$ cat src/rtl/audio_i2s_tx.sv
// Philips I2S serializer for the mixer's signed 16-bit stereo output.
// BCK and LRCK are divided down from clk; one coherent L/R pair is captured per frame.
module audio_i2s_tx #(
  parameter int BCLK_DIV  = 4,
  parameter int SLOT_BITS = 32
) (
  input  logic        clk,
  input  logic        rst_n,
  input  logic        mute,
  input  logic [15:0] audio_l,
  input  logic [15:0] audio_r,
  output logic        i2s_bck,
  output logic        i2s_lrck,
  output logic        i2s_data,
  output logic        sample_req
);

  localparam int DIV_W = (BCLK_DIV > 1) ? $clog2(BCLK_DIV) : 1;
  localparam int BIT_W = $clog2(2 * SLOT_BITS);
  localparam logic [DIV_W-1:0] DIV_LAST = DIV_W'(BCLK_DIV - 1);
  localparam logic [BIT_W-1:0] BIT_LAST = BIT_W'(2 * SLOT_BITS - 1);
  localparam logic [BIT_W-1:0] SLOT     = BIT_W'(SLOT_BITS);

  logic [DIV_W-1:0] div_cnt_reg, div_cnt_next;
  logic [BIT_W-1:0] bit_cnt_reg, bit_cnt_next;
  logic [15:0]      shadow_l_reg, shadow_l_next;
  logic [15:0]      shadow_r_reg, shadow_r_next;
  logic             bck_reg, bck_next;
  logic             lrck_reg, lrck_next;
  logic             data_reg, data_next;
  logic             req_reg, req_next;

  logic             div_wrap, fall_event, capture, right_slot, payload;
  logic [BIT_W-1:0] bit_cnt_inc, slot_pos;
  logic [3:0]       bit_sel;
  logic [15:0]      ch_word;

  always_comb begin
    div_wrap     = (div_cnt_reg == DIV_LAST);
    fall_event   = div_wrap && bck_reg;
    div_cnt_next = div_wrap ? '0 : div_cnt_reg + DIV_W'(1);
    bck_next     = div_wrap ? ~bck_reg : bck_reg;

    // Everything below looks at the bit counter value that takes effect at this fall.
    bit_cnt_inc = (bit_cnt_reg == BIT_LAST) ? '0 : bit_cnt_reg + BIT_W'(1);
    right_slot  = (bit_cnt_inc >= SLOT);
    slot_pos    = right_slot ? bit_cnt_inc - SLOT : bit_cnt_inc;
    capture     = fall_event && (bit_cnt_inc == '0);

    // Position 0 is the one-bit I2S delay, so freshly captured shadows are first read at position 1.
    bit_sel = 4'(5'd16 - 5'(slot_pos));
    ch_word = right_slot ? shadow_r_reg : shadow_l_reg;
    payload = (slot_pos >= BIT_W'(1) && slot_pos <= BIT_W'(16)) ? ch_word[bit_sel] : 1'b0;

    bit_cnt_next  = fall_event ? bit_cnt_inc : bit_cnt_reg;
    lrck_next     = fall_event ? right_slot : lrck_reg;
    data_next     = fall_event ? payload : data_reg;
    req_next      = capture;
    shadow_l_next = capture ? (mute ? 16'h0000 : audio_l) : shadow_l_reg;
    shadow_r_next = capture ? (mute ? 16'h0000 : audio_r) : shadow_r_reg;
  end

  always_ff @(posedge clk) begin
    if (!rst_n) begin
      div_cnt_reg  <= '0;
      bit_cnt_reg  <= BIT_LAST;
      shadow_l_reg <= '0;
      shadow_r_reg <= '0;
      bck_reg      <= 1'b0;
      lrck_reg     <= 1'b0;
      data_reg     <= 1'b0;
      req_reg      <= 1'b0;
    end else begin
      div_cnt_reg  <= div_cnt_next;
      bit_cnt_reg  <= bit_cnt_next;
      shadow_l_reg <= shadow_l_next;
      shadow_r_reg <= shadow_r_next;
      bck_reg      <= bck_next;
      lrck_reg     <= lrck_next;
      data_reg     <= data_next;
      req_reg      <= req_next;
    end
  end

  assign i2s_bck    = bck_reg;
  assign i2s_lrck   = lrck_reg;
  assign i2s_data   = data_reg;
  assign sample_req = req_reg;

endmodule
$ cat config.mk
export PLATFORM = sky130hd
export DESIGN_NAME = audio_i2s_tx
export DESIGN_NICKNAME = d
export VERILOG_FILES = /design/src/rtl/audio_i2s_tx.sv
export SDC_FILE = /design/constraint.sdc
export NUM_CORES = 1
export LEC_CHECK = 0
export CAP_MARGIN = 15
export CELL_PAD_IN_SITES_DETAIL_PLACEMENT = 1
export CELL_PAD_IN_SITES_GLOBAL_PLACEMENT = 1
export CORE_MARGIN = 5
export CORE_UTILIZATION = 35
export DETAILED_ROUTE_END_ITERATION = 8
export GPL_ROUTABILITY_DRIVEN = 0
export PLACE_DENSITY = 0.86
export SETUP_SLACK_MARGIN = 0.4
export SLEW_MARGIN = 20
export SYNTH_ARGS = -nofsm -noshare
export SYNTH_HDL_FRONTEND = slang
export SYNTH_SLANG_ARGS = --single-unit
$ cat constraint.sdc
create_clock -name clk -period 2.1 [get_ports clk]
set_input_delay 0.315 -clock clk [delete_from_list [all_inputs] [get_ports clk]]
set_output_delay 0.315 -clock clk [all_outputs]
set_load 0.02 [all_outputs]
==> results.ini <==
[sta]
setup_viol = 1
fin_skew_ns = 0.00595
fin_crit_ns = 2.17
rsz0062_at_grt = yes
final-hold-violation-count = 0
slew_violations = 0
fin_crit_sh_pct = 103
relSlewSlack_pct = 74.3
fmax_mhz = 462
layout_setup_ws_ns = -0.0655
fin_tns_setup_ns = -0.0655
max_slew.worst_pin.slew_ns = 0.382

[setup_path]
cp_max_fo = 5
worstSetupPathType = flop to flop
cp.required_ns = 2.33
crit_path_end_kind = flop
start_kind = flop
cp.arrival_ns = 2.40

[synthesis]
yosysUniqueCellTypes = 45
synthXorXnorAreaFrac_pct = 1.22
synth_top_family_by_area = compound AO/OA/AOI/OAI gates
ys_ff_latch = 44
netlist_area_um2 = 2150
synth_adder_area_share_pct = 1.75
yosys.area.top_type = dfxtp_1
syn-mean-instance-area_um2 = 8.91
ys_seq_area_share_pct = 41.0
syn_inst = 241
synth_edf_count = 0
yosysTopAreaCellShare_pct = 41.0
synth_ff_type = dfxtp_1
syn_nets = 279
yosys-top-cells-area = dfxtp_1 41%, a22o_1 13%, a21oi_1 3.7%
yosysWarnings = 0
synth-async-reset-ratio_pct = 0
synth_compound_area_share_pct = 30.4
synth_mux_area_share_pct = 2.91
synth-simple-area-share_pct = 16.6

[detailed_routing]
num_vias = 2348
drc = 0
avgViaCountPerCell = 6.10
ant_nets = 0
drt-total-wl_mm = 9.13
drt_pass1_iterations = 4
drt_iter0_drc = 241
wl_per_cell_um = 23.7

[cts]
clockRootBuffer = clkbuf_8
cts_tree = yes
htreeDepth = 2
insertion_delay_ns = 0.32
clock_path_buffers = 2
clkSinkCount = 44
cts_buffers = 5
path_clk_slew_ns = 0.09

[floorplan]
row_count = 28
ioPinCount = 39
die_h_um = 88.3
core_area_um2 = 5960
start_util_pct = 36.1
dieArea_um2 = 7800
fp.dieW_um = 88.3

[pwr]
p_sw_uw = 412
p_clk_share_pct = 40.9
p_sw_share_pct = 23.6
power_frac_comb_pct = 10.5
power.internal_uw = 1340
ir_drop_v = 0.000413
seqPwrFrac_pct = 48.7
p_total_uw = 1750
powerDensity_nw_per_um2 = 539
power_leakage_uw = 0.00135

[layout]
drive_gt1_share_pct = 27.7
n_antenna_cell = 0
stdcell_count = 385
final_cell_mix = 39 x dfxtp_1, 36 x clkdlybuf4s50_1, 32 x a22o_1
fill_cells = 671
nNetsFinal = 347
layout_commonest_cell = dfxtp_1
fin_util_pct = 54.5
area_growth_syn_to_layout_pct = 51.0

[global_route]
grt_util_all_layers_pct = 22.2
grt.overflow.total = 0
grt_pass1_wl_mm = 12.9
first_global_vias = 2399
grt_max_degree = 33
antenna_found_initial = 0

[run_status]
status = finished with violations
violations = setup timing

[place]
place_ws_ns = -0.0346
numPortBuffers = 38
hpwl_mm = 5.30
dp.cells = 360

[worst_hold_path]
min_path_type = flop to flop

[run]
maxCapViolCount = 0

==> per-layer routing <==
metal	vias up	track usage, %	share of wire [%]
met3	33	5.87	6.6
met2	119	38.1	50
met1	1152	25.1	39
met5	-	0	0
met4	0	12.0	4.1
li1	1044	-	-
==> timing repair <==
item	in CTS	in global routing
setup buffers	8	6
hold buffers	0	0
gates resized for setup	20	23
endpoints found under the setup margin	33	37
cloned	2	1
pin swaps	4	11
==> area by class of cell <==
type	instances	area, um2	share of cell area (%)
Clock inverter	2	38.8	1.20
Clock buffer	6	82.6	2.55
Timing Repair Buffer	80	822	25.3
Multi-Input combinational cell	171	1290	39.9
Sequential cell	44	887	27.4
Tap cell	75	93.8	2.89
Inverter	7	26.3	0.810
==> stage by stage <==
stage / instance area, um2 / hold WS (ns)
global placement: 2780 / 0.412
finish: 3240 / 0.438
floorplan: 2230 / 0.404
CTS: 3080 / 0.445
global route: 3240 / 0.459
detailed placement: 2780 / 0.427
==> worst paths after layout <==
kind             startpoint              to  slack, ns  cells after the start
min reg2reg  div_cnt_reg[0]  div_cnt_reg[0]       0.44                      1
max          bit_cnt_reg[1]        i2s_data      -0.07                     10
max reg2reg  bit_cnt_reg[1]        i2s_data      -0.07                     10
min          div_cnt_reg[0]  div_cnt_reg[0]       0.44                      1
==> synthesized netlist by cell type (3+ instances only) <==
library cell	instances
a31oi_1	4
clkbuf_1	5
a22o_1	32
nand2_1	18
inv_1	7
a211oi_1	4
buf_2	10
nor2_1	17
a311oi_1	4
nand3_1	5
ha_1	3
mux2i_1	4
a21oi_1	16
nor3_1	7
o211ai_1	5
dfxtp_1	44
o21ai_0	12
and2_1	3
==> cells by family (layout without fill, tap and decap cells) <==
| family | Yosys count | count (layout) |
|---|---|---|
| and+or+nand+nor | 69 | 69 |
| adders and majority gates | 3 | 3 |
| muxes | 6 | 6 |
| AOI/OAI and AO/OA | 90 | 90 |
| buffers and inverters | 26 | 95 |
| xor gates and xnor gates | 3 | 3 |
| DFF | 44 | 44 |
==> power by group through the flow <==
stage,Combinational [uW],Sequential (uW),Clock (uW)
after floorplan,66.7,869,0
after global placement,153,868,0
after detailed placement,159,869,0
after CTS,168,850,706
after global routing,195,853,769
final,183,851,715
==> worst max-delay path: stages, from the launching register on <==
cell,delay (ns)
dfxtp_2,0.37
buf_6,0.13
buf_4,0.11
and3_4,0.22
nand3_2,0.13
a21boi_0,0.37
a2111oi_2,0.08
buf_4,0.16
a31oi_1,0.14
o211ai_1,0.12
a311oi_1,0.22
(Power assumes the default switching activity.)
